### config.mk
export PLATFORM = sky130hd
export DESIGN_NAME = cla_serial_adder_ctrl
export DESIGN_NICKNAME = d
export VERILOG_FILES = /design/src/rtl/cla_serial_adder_ctrl_pkg.sv /design/src/rtl/cla_serial_adder_ctrl_cla.sv /design/src/rtl/cla_serial_adder_ctrl.sv
export SDC_FILE = /design/constraint.sdc
export NUM_CORES = 1
export LEC_CHECK = 0
export BUFFER_PORTS_ARGS = -buffer_cell sky130_fd_sc_hd__buf_2
export CAP_MARGIN = 20
export CORE_UTILIZATION = 50
export DETAILED_ROUTE_END_ITERATION = 10
export PLACE_DENSITY = 0.77
export SKIP_LAST_GASP = 1
export SYNTH_ARGS = -nofsm -noshare
export SYNTH_HDL_FRONTEND = slang
export SYNTH_SLANG_ARGS = --single-unit
### constraint.sdc
create_clock -name clk -period 3.3 [get_ports clk]
set_input_delay 0.66 -clock clk [delete_from_list [all_inputs] [get_ports clk]]
set_output_delay 0.66 -clock clk [all_outputs]
set_load 0.01 [all_outputs]
### src/rtl/cla_serial_adder_ctrl_pkg.sv
// Shared types and constants for the nibble-serial carry-lookahead adder.
// Holds the sequencer state encoding and the slice width.
// Imported by the top and the slice.
package cla_serial_adder_ctrl_pkg;

  localparam int SLICE_W = 4;

  typedef enum logic [1:0] {
    IDLE = 2'd0,
    RUN  = 2'd1,
    DONE = 2'd2
  } state_t;

endpackage

### src/rtl/cla_serial_adder_ctrl_cla.sv
// 4-bit carry-lookahead adder slice, purely combinational.
// Latency: zero cycles; all carries come straight from the lookahead terms.
// No handshake: the caller feeds it one nibble pair per cycle.
module cla_slice (
  input  logic [3:0] x,
  input  logic [3:0] y,
  input  logic       ci,
  output logic [3:0] s,
  output logic       co
);

  logic [3:0] p;
  logic [3:0] g;
  logic [4:0] c;

  // Propagate/generate and fully expanded lookahead carries (no ripple).
  always_comb begin
    p    = x ^ y;
    g    = x & y;
    c[0] = ci;
    c[1] = g[0] | (p[0] & ci);
    c[2] = g[1] | (p[1] & g[0]) | (p[1] & p[0] & ci);
    c[3] = g[2] | (p[2] & g[1]) | (p[2] & p[1] & g[0]) | (p[2] & p[1] & p[0] & ci);
    c[4] = g[3] | (p[3] & g[2]) | (p[3] & p[2] & g[1]) | (p[3] & p[2] & p[1] & g[0])
         | (p[3] & p[2] & p[1] & p[0] & ci);
    s    = p ^ c[3:0];
    co   = c[4];
  end

endmodule

### src/rtl/cla_serial_adder_ctrl.sv
// WIDTH-bit add/subtract built by stepping one 4-bit CLA slice over the nibbles, LSB first.
// Latency: accept at edge k, result valid from edge k+WIDTH/4; one op per WIDTH/4+2 cycles.
// Backpressure: in_ready only in IDLE; result held stable in DONE until out_ready.
module cla_serial_adder_ctrl
  import cla_serial_adder_ctrl_pkg::*;
#(
  parameter int WIDTH = 32
) (
  input  logic             clk,
  input  logic             rst_n,
  input  logic             in_valid,
  output logic             in_ready,
  input  logic [WIDTH-1:0] a,
  input  logic [WIDTH-1:0] b,
  input  logic             cin,
  input  logic             sub,
  output logic             out_valid,
  input  logic             out_ready,
  output logic [WIDTH-1:0] sum,
  output logic             cout,
  output logic             ovf
);

  localparam int NIB   = WIDTH / SLICE_W;
  localparam int IDX_W = (NIB > 1) ? $clog2(NIB) : 1;

  state_t           state;
  state_t           state_nxt;
  logic [WIDTH-1:0] a_reg;
  logic [WIDTH-1:0] b_reg;     // already inverted for subtract
  logic [WIDTH-1:0] sum_reg;
  logic             carry;
  logic             cout_reg;
  logic             ovf_reg;
  logic [IDX_W-1:0] idx;
  logic [3:0]       x_nib;
  logic [3:0]       y_nib;
  logic [3:0]       s_nib;
  logic             co;
  logic             last;

  assign last = (idx == IDX_W'(NIB - 1));

  cla_slice u_slice (
    .x  (x_nib),
    .y  (y_nib),
    .ci (carry),
    .s  (s_nib),
    .co (co)
  );

  // Select the operand nibbles addressed by the current index.
  always_comb begin
    x_nib = '0;
    y_nib = '0;
    for (int i = 0; i < NIB; i++) begin
      if (idx == IDX_W'(i)) begin
        x_nib = a_reg[i*SLICE_W +: SLICE_W];
        y_nib = b_reg[i*SLICE_W +: SLICE_W];
      end
    end
  end

  // State register.
  always_ff @(posedge clk or negedge rst_n) begin
    if (!rst_n) state <= IDLE;
    else        state <= state_nxt;
  end

  // Next-state: accept in IDLE, step through nibbles in RUN, wait for consumer in DONE.
  always_comb begin
    state_nxt = state;
    case (state)
      IDLE:    if (in_valid) state_nxt = RUN;
      RUN:     if (last) state_nxt = DONE;
      DONE:    if (out_ready) state_nxt = IDLE;
      default: state_nxt = IDLE;
    endcase
  end

  // Handshake outputs decoded from state.
  always_comb begin
    in_ready  = (state == IDLE);
    out_valid = (state == DONE);
  end

  // Datapath: operand capture, per-nibble result write, carry chaining and flags.
  always_ff @(posedge clk or negedge rst_n) begin
    if (!rst_n) begin
      a_reg    <= '0;
      b_reg    <= '0;
      sum_reg  <= '0;
      carry    <= 1'b0;
      cout_reg <= 1'b0;
      ovf_reg  <= 1'b0;
      idx      <= '0;
    end else begin
      case (state)
        IDLE: begin
          if (in_valid) begin
            a_reg <= a;
            b_reg <= sub ? ~b : b;
            carry <= sub ? 1'b1 : cin;
            idx   <= '0;
          end
        end
        RUN: begin
          for (int i = 0; i < NIB; i++) begin
            if (idx == IDX_W'(i)) sum_reg[i*SLICE_W +: SLICE_W] <= s_nib;
          end
          carry <= co;
          if (last) begin
            cout_reg <= co;
            ovf_reg  <= (a_reg[WIDTH-1] == b_reg[WIDTH-1]) && (s_nib[3] != a_reg[WIDTH-1]);
          end else begin
            idx <= idx + IDX_W'(1);
          end
        end
        default: ;
      endcase
    end
  end

  assign sum  = sum_reg;
  assign cout = cout_reg;
  assign ovf  = ovf_reg;

endmodule
==> summary.md, run 1 <==
| Metric | Value |
|---|---|
| Status | completed |
| WL per Instance | ~16 um |
| VDD IR max | around 0.0008 V |
| Gr usage total | between 20% and 30% |
| Clk sinks | between 100 and 150 |
| PD cells | 1160 nW/um2 |
| Post-Syn Nets | 577 |
| Area of the multi-input gates | approximately 2400 um2 |
| Cell area after layout | about 6000 um2 |
| Clk_lat worst skew | approximately 0.38 ns |
| Layout area overhead | 17.5% |
| Worst R2R Path Depth | 11 |
| Post-DP HPWL | between 8000 and 9000 um |
| CTS root buf | clkbuf_8 |
| Reg area | between 2000 and 3000 um2 |
| Data required, critical path | roughly 3.6 ns |
| Slew at the pin closest to its max-slew limit | 0.599 ns |
| Io pins | roughly 110 |
| Final hold violations | 0 |
| Worst reg2reg startpoint | idx[0] |
| Initial Util | a little over half |
| Grt total ovfl | 0 |
| DRC violations left | 0 |
| Detailed-route via count | around 4000 |
| First-pass DRT Iterations | 5 |
| FP Rows | 36 |
| Post-synth top flop | dfrtp_1 |
| Max Buffers Root-to-Sink | 2 |
| Clock share of power | between 10% and 20% |
| Largest fanout on the critical path | 9 |
| Crit path launch type | register |
| Vias in the first global route | around 3700 |
| Final setup fails | 0 |
| Die width | 103 um |
| Layout cells sized above 1 | 29.6% |
| Antenna diodes | 0 |
| Synth unique cells | 46 |
| Switch Pwr | around 0.0031 W |
| Ys async rst share | 100% |
| # hold bufs at CTS | 0 |
| Tot Pwr | between 0.007 and 0.008 W |
| Worst-path cell chain | inv_1 > ha_1 > and2_1 > a221o_1 > o32ai_2 > o31ai_1 > ha_1 > a21o_1 > and4_4 > or3_4 > o211ai_2 |
| CP delay by family, top | compound AO/OA/AOI/OAI gates |
| Leak | around 2.7 nW |
| Critical path's largest stage delay | 0.46 ns |
| CP bufs+invs | 1 |
| Port buffer count | approximately 110 |
| Sw Ratio | 43.6% |
| FILL cells | around 860 |
| Slew HR | about three fifths |
| H-tree levels | 3 |
| Core area | approximately 9900 um2 |
| Syn_area_per_cell | slightly above 10 um2 |
| Crit path kind | register to register |
| Seq cells post-synth | approximately 100 |
| Crit path top cell by count | ha_1 |
| Warnings from Yosys | 0 |
| Maxcap violations | 0 |
| Global-route wire length before repair | about 18000 um |
| Full die area | between 10000 and 15000 um2 |
| Sequential Power Share | around 33% |
| Placed cell areas | 5820 um2 |
| Worst-path clk slew | ~0.10 ns |
| FF-to-FF setup slack | 0.14 ns |
| Die Ht | around 100 um |
| Most frequent cells in the layout | 104 x dfrtp_1, 104 x buf_2, 56 x a21oi_1, 44 x nand2_1, 42 x nor2_1 |
| Synthesized cell area | 5140 um2 |
| Final ANT Viol Nets | 0 |
| Max-slew violation count | 0 |
| CTS tree | built |
| Hold/Removal Path Class | primary input to async pin |
| Final wirelength | 11400 um |
| Int Pwr | between 0.003 and 0.004 W |
| Final period utilization | 95.7% |
| Worst path slowest cell | or3_4 |
| RR Endpoint | ovf |
| Logic gate share of total power | between 50% and 60% |
| Clock Skews | between 0.01 and 0.015 ns |
| Largest net degree at the start of global routing | roughly 100 |
| Fin crit period | between 3 and 4 ns |
| Sequential share of the synthesized area | around half |
| Cells after Synth | a little under 500 |
| Worst path arrival time | approximately 3.5 ns |
| Fmax | about 320 MHz |
| CTS buffer count | 9 |
| Post-synth EDFFs | 0 |
| Initial antenna violation count | 0 |
| Via/cell ratio | 5.35 |
| NumNets Final | ~680 |
| RePlAce Congestion | 0.885 |
| Iter 0 DRT Violations | between 150 and 200 |
| Crit path capture type | register |
routing by layer:
| layer | vias to the layer above | part of all wire (%) | GRT usage (%) |
|---|---|---|---|
| met2 | 126 | 48 | 38.0 |
| li1 | 1910 | - | - |
| met4 | 0 | 3.0 | 10.4 |
| met1 | 1867 | 45 | 29.5 |
| met3 | 25 | 4.6 | 3.63 |
| met5 | - | 0 | 0 |
cell type report:
cell class	count	share of cell area [%]
Sequential cell	104	43.1
Inverter	12	0.746
Timing Repair Buffer	121	11.2
Multi-Input combinational cell	348	39.1
Clock buffer	11	2.18
Clock inverter	5	0.953
Tap cell	133	2.76
worst reg2reg max path: stages (launching register included):
cell      delay [ns]
dfrtp_1         0.41
inv_1           0.09
ha_1            0.27
and2_1          0.23
a221o_1         0.32
o32ai_2         0.28
o31ai_1         0.12
ha_1            0.34
a21o_1          0.18
and4_4          0.20
or3_4           0.46
o211ai_2        0.19
synthesized netlist by cell type, types with 2 or more instances:
library cell    n  area [um2]
a211oi_1        3        22.5
a21o_1          8        60.1
a21oi_1        57         285
a221o_1         2        20.0
a221oi_1        3        26.3
a311oi_1        5        43.8
and2b_1         2        15.0
and3_1          2        12.5
buf_2          21         105
clkbuf_1        9        33.8
dfrtp_1       104        2600
ha_1           10         125
inv_1          12        45.0
mux2_1         10         113
mux2_2         28         315
mux2i_1         4        40.0
nand2_1        44         165
nand2b_1        9        56.3
nand3_1         2        10.0
nand3b_1       15         113
nor2_1         42         158
nor2b_1        10        62.6
nor3_1          2        10.0
nor3b_1         2        15.0
o211ai_1        6        45.0
o21ai_0        24         120
o21ai_1         2        10.0
o21ai_2         4        35.0
o31ai_1         4        30.0
o32ai_1         2        17.5
xnor2_1        33         289
power by group through the flow:
| stage | Combinational [W] | Sequential, W | Clock (W) |
|---|---|---|---|
| 2_1_floorplan | 0.00263 | 0.00228 | 0 |
| 3_3_place_gp | 0.00367 | 0.00231 | 0 |
| 3_5_place_dp | 0.00384 | 0.00233 | 0 |
| 4_1_cts | 0.00386 | 0.00231 | 0.000792 |
| 5_1_grt | 0.00434 | 0.00238 | 0.000849 |
| 6_report | 0.00391 | 0.00231 | 0.000783 |
logic make-up after synthesis:
group,share of synthesized area [%]
fa+ha+maj,2.82
xor+xnor,5.79
flops,50.6
buf+inv,3.94
mux,9.10
compound gates,14.6
simple gates,13.1
metrics by stage:
| step | std cells | hold slack (ns) | setup WS, ns | util (%) | TNS (ns) |
|---|---|---|---|---|---|
| CTS | 733 | 0.294 | 0.0244 | 60.9 | 0 |
| detailed placement | 717 | 0.467 | 0.0714 | 59.0 | 0 |
| global placement | 717 | 0.455 | 0.223 | 59.0 | 0 |
| global route | 734 | 0.322 | -0.00712 | 61.2 | -0.00712 |
| floorplan | 496 | 0.364 | 0.118 | - | 0 |
| finish | 734 | 0.276 | 0.140 | 61.2 | 0 |
worst max path at each step:
stage          end  cells past startpoint  startpoint
2_1_floorplan  ovf                     13      idx[0]
3_3_place_gp   ovf                     11      idx[0]
3_5_place_dp   ovf                     11      idx[0]
4_1_cts        ovf                     11      idx[0]
5_1_grt        ovf                     11      idx[1]
6_report       ovf                     11      idx[0]
repair_timing:
item	in CTS	in global routing
setup buffers	0	1
gates resized for setup	0	5
endpoints found under the setup margin	0	18
(Power assumes the default switching activity.)
==> run 2: changes to the inputs <==
- CORE_UTILIZATION: 50 -> 54
- PLACE_DENSITY: 0.77 -> 0.79
- clock period: 3.3 -> 3.5 ns (I/O delays scaled with it)
==> summary.md, run 2 (synthesized netlist as in run 1, its figures left out) <==
| Metric | Value |
|---|---|
| PD cells | 1090 nW/um2 |
| Non-filler instance count after layout | around 730 |
| Final hold violations | 0 |
| Layout area overhead | 16.5% |
| RR Endpoint | ovf |
| DRC violations left | 0 |
| Final wirelength | about 11000 um |
| Detailed-route via count | around 3900 |
| Post-DP HPWL | between 8000 and 9000 um |
| DP Cell Count | slightly above 700 |
| Antenna diodes | 0 |
| CP delay by family, top | compound AO/OA/AOI/OAI gates |
| Fmax | roughly 300 MHz |
| VDD IR max | approximately 0.00068 V |
| H-tree levels | 3 |
| Initial Util | between 50% and 60% |
| Worst-path cell chain | ha_1 > ha_1 > buf_4 > a221o_1 > o32ai_2 > o31ai_2 > ha_1 > a21o_1 > and4_4 > or3_4 > o211ai_2 |
| Final setup fails | 0 |
| Max-slew violation count | 0 |
| Leak | ~2.7 nW |
| First-pass DRT Iterations | 5 |
| Die Ht | around 100 um |
| NumNets Final | 673 |
| Via/cell ratio | 5.44 |
| Maxcap violations | 0 |
| Largest net degree at the start of global routing | between 100 and 150 |
| Global-route wire length before repair | about 19000 um |
| Vias in the first global route | about 3900 |
| Crit path top cell by count | ha_1 |
| CTS buffer count | 9 |
| Most frequent cells in the layout | 104 x dfrtp_1, 104 x buf_2, 56 x a21oi_1, 44 x nand2_1, 42 x nor2_1 |
| FP Rows | 35 |
| WL per Instance | around 15 um |
| TNS Setup | 0 ns |
| Worst reg2reg startpoint | idx[0] |
| Crit path launch type | register |
| Initial antenna violation count | 0 |
| CTS root buf | clkbuf_8 |
| Grt total ovfl | 0 |
| Hold/Removal Path Class | primary input to async pin |
| CTS tree | built |
| Slew at the pin closest to its max-slew limit | 0.759 ns |
| RSZ-0062 raised after global routing | no |
| Port buffer count | ~110 |
| Layout cells sized above 1 | about 29% |
| Finished Core Util | 64.8% |
| Largest fanout on the critical path | 18 |
| Full die area | between 9000 and 10000 um2 |
| FILL cells | ~750 |
| Fin crit period | about 3.3 ns |
| Max Buffers Root-to-Sink | 2 |
| CP bufs+invs | 1 |
| Worst R2R Path Depth | 11 |
| RePlAce Congestion | 0.899 |
| Clk sinks | around 100 |
| Iter 0 DRT Violations | roughly 190 |
| Final period utilization | between 90% and 100% |
| Clock Skews | 0.0113 ns |
| Worst-path clk slew | approximately 0.10 ns |
| Final ANT Viol Nets | 0 |
| Data required, critical path | 3.80 ns |
| Gr usage total | about a quarter |
| Worst path arrival time | approximately 3.6 ns |
| Crit path capture type | register |
| Crit path kind | register to register |
| Clk_lat worst skew | between 0.3 and 0.4 ns |
| Status | completed |
| Slew HR | between 40 and 50% |
| Critical path's largest stage delay | 0.46 ns |
| Io pins | 106 |
| Die width | between 90 and 100 um |
| FF-to-FF setup slack | approximately 0.17 ns |
| Worst path slowest cell | or3_4 |
| Core area | around 9000 um2 |
==> run 2: changes by cell type in the layout (fill, tap and decap cells not counted), moves of 2 or more <==
cell	change
buf_4	-3
clkbuf_1	-2
clkinv_2	-2
clkinvlp_4	+2
ha_1	+2
ha_2	-2
inv_6	+2
==> run 2: how the worst max path moves through the flow <==
stage,start,to,slack [ns],cells past startpoint
after floorplan,idx[0],ovf,0.32,13
final,idx[0],ovf,0.17,11
after CTS,idx[0],ovf,0.15,11
after global placement,idx[0],ovf,0.32,11
after detailed placement,idx[0],ovf,0.17,11
after global routing,idx[0],sum[3],0.02,11
==> run 2: what timing repair did <==
| action | in CTS | in global routing |
|---|---|---|
| hold buffers | 0 | 0 |
| setup buffers | 0 | 0 |
| endpoints found under the setup margin | 0 | 13 |
| gates resized for setup | 0 | 4 |
==> run 2: per-layer routing <==
| metal | track usage (%) | vias up | share of wire, % |
|---|---|---|---|
| li1 | - | 1900 | - |
| met1 | 33.2 | 1907 | 44 |
| met2 | 42.0 | 125 | 50 |
| met3 | 4.01 | 15 | 4.6 |
| met4 | 8.94 | 0 | 1.7 |
| met5 | 0 | - | 0 |
==> run 2: stage by stage <==
| step | hold slack, ns | setup WS [ns] | total power (W) | cell area, um2 |
|---|---|---|---|---|
| after floorplan | 0.404 | 0.318 | 0.00463 | 5140 |
| after global placement | 0.456 | 0.323 | 0.00560 | 5780 |
| after detailed placement | 0.465 | 0.167 | 0.00580 | 5780 |
| after CTS | 0.409 | 0.149 | 0.00652 | 5960 |
| after global routing | 0.450 | 0.0190 | 0.00704 | 5990 |
| final | 0.379 | 0.171 | 0.00650 | 5990 |
==> run 2: power by group <==
group,internal [W],switching (W)
combinational,0.00154,0.00208
sequential,0.00179,0.000368
clock,0.000271,0.000444
total,0.00360,0.00290
==> run 2: final cells by class <==
cell class	instances	area, um2	area share [%]
clock inverters	7	61.3	1.02
multi-input cells	348	2360	39.5
flip-flops and latches	104	2600	43.5
repair buffers	117	631	10.5
clock buffers	9	124	2.07
inverters	12	45.0	0.752
well taps	129	161	2.70
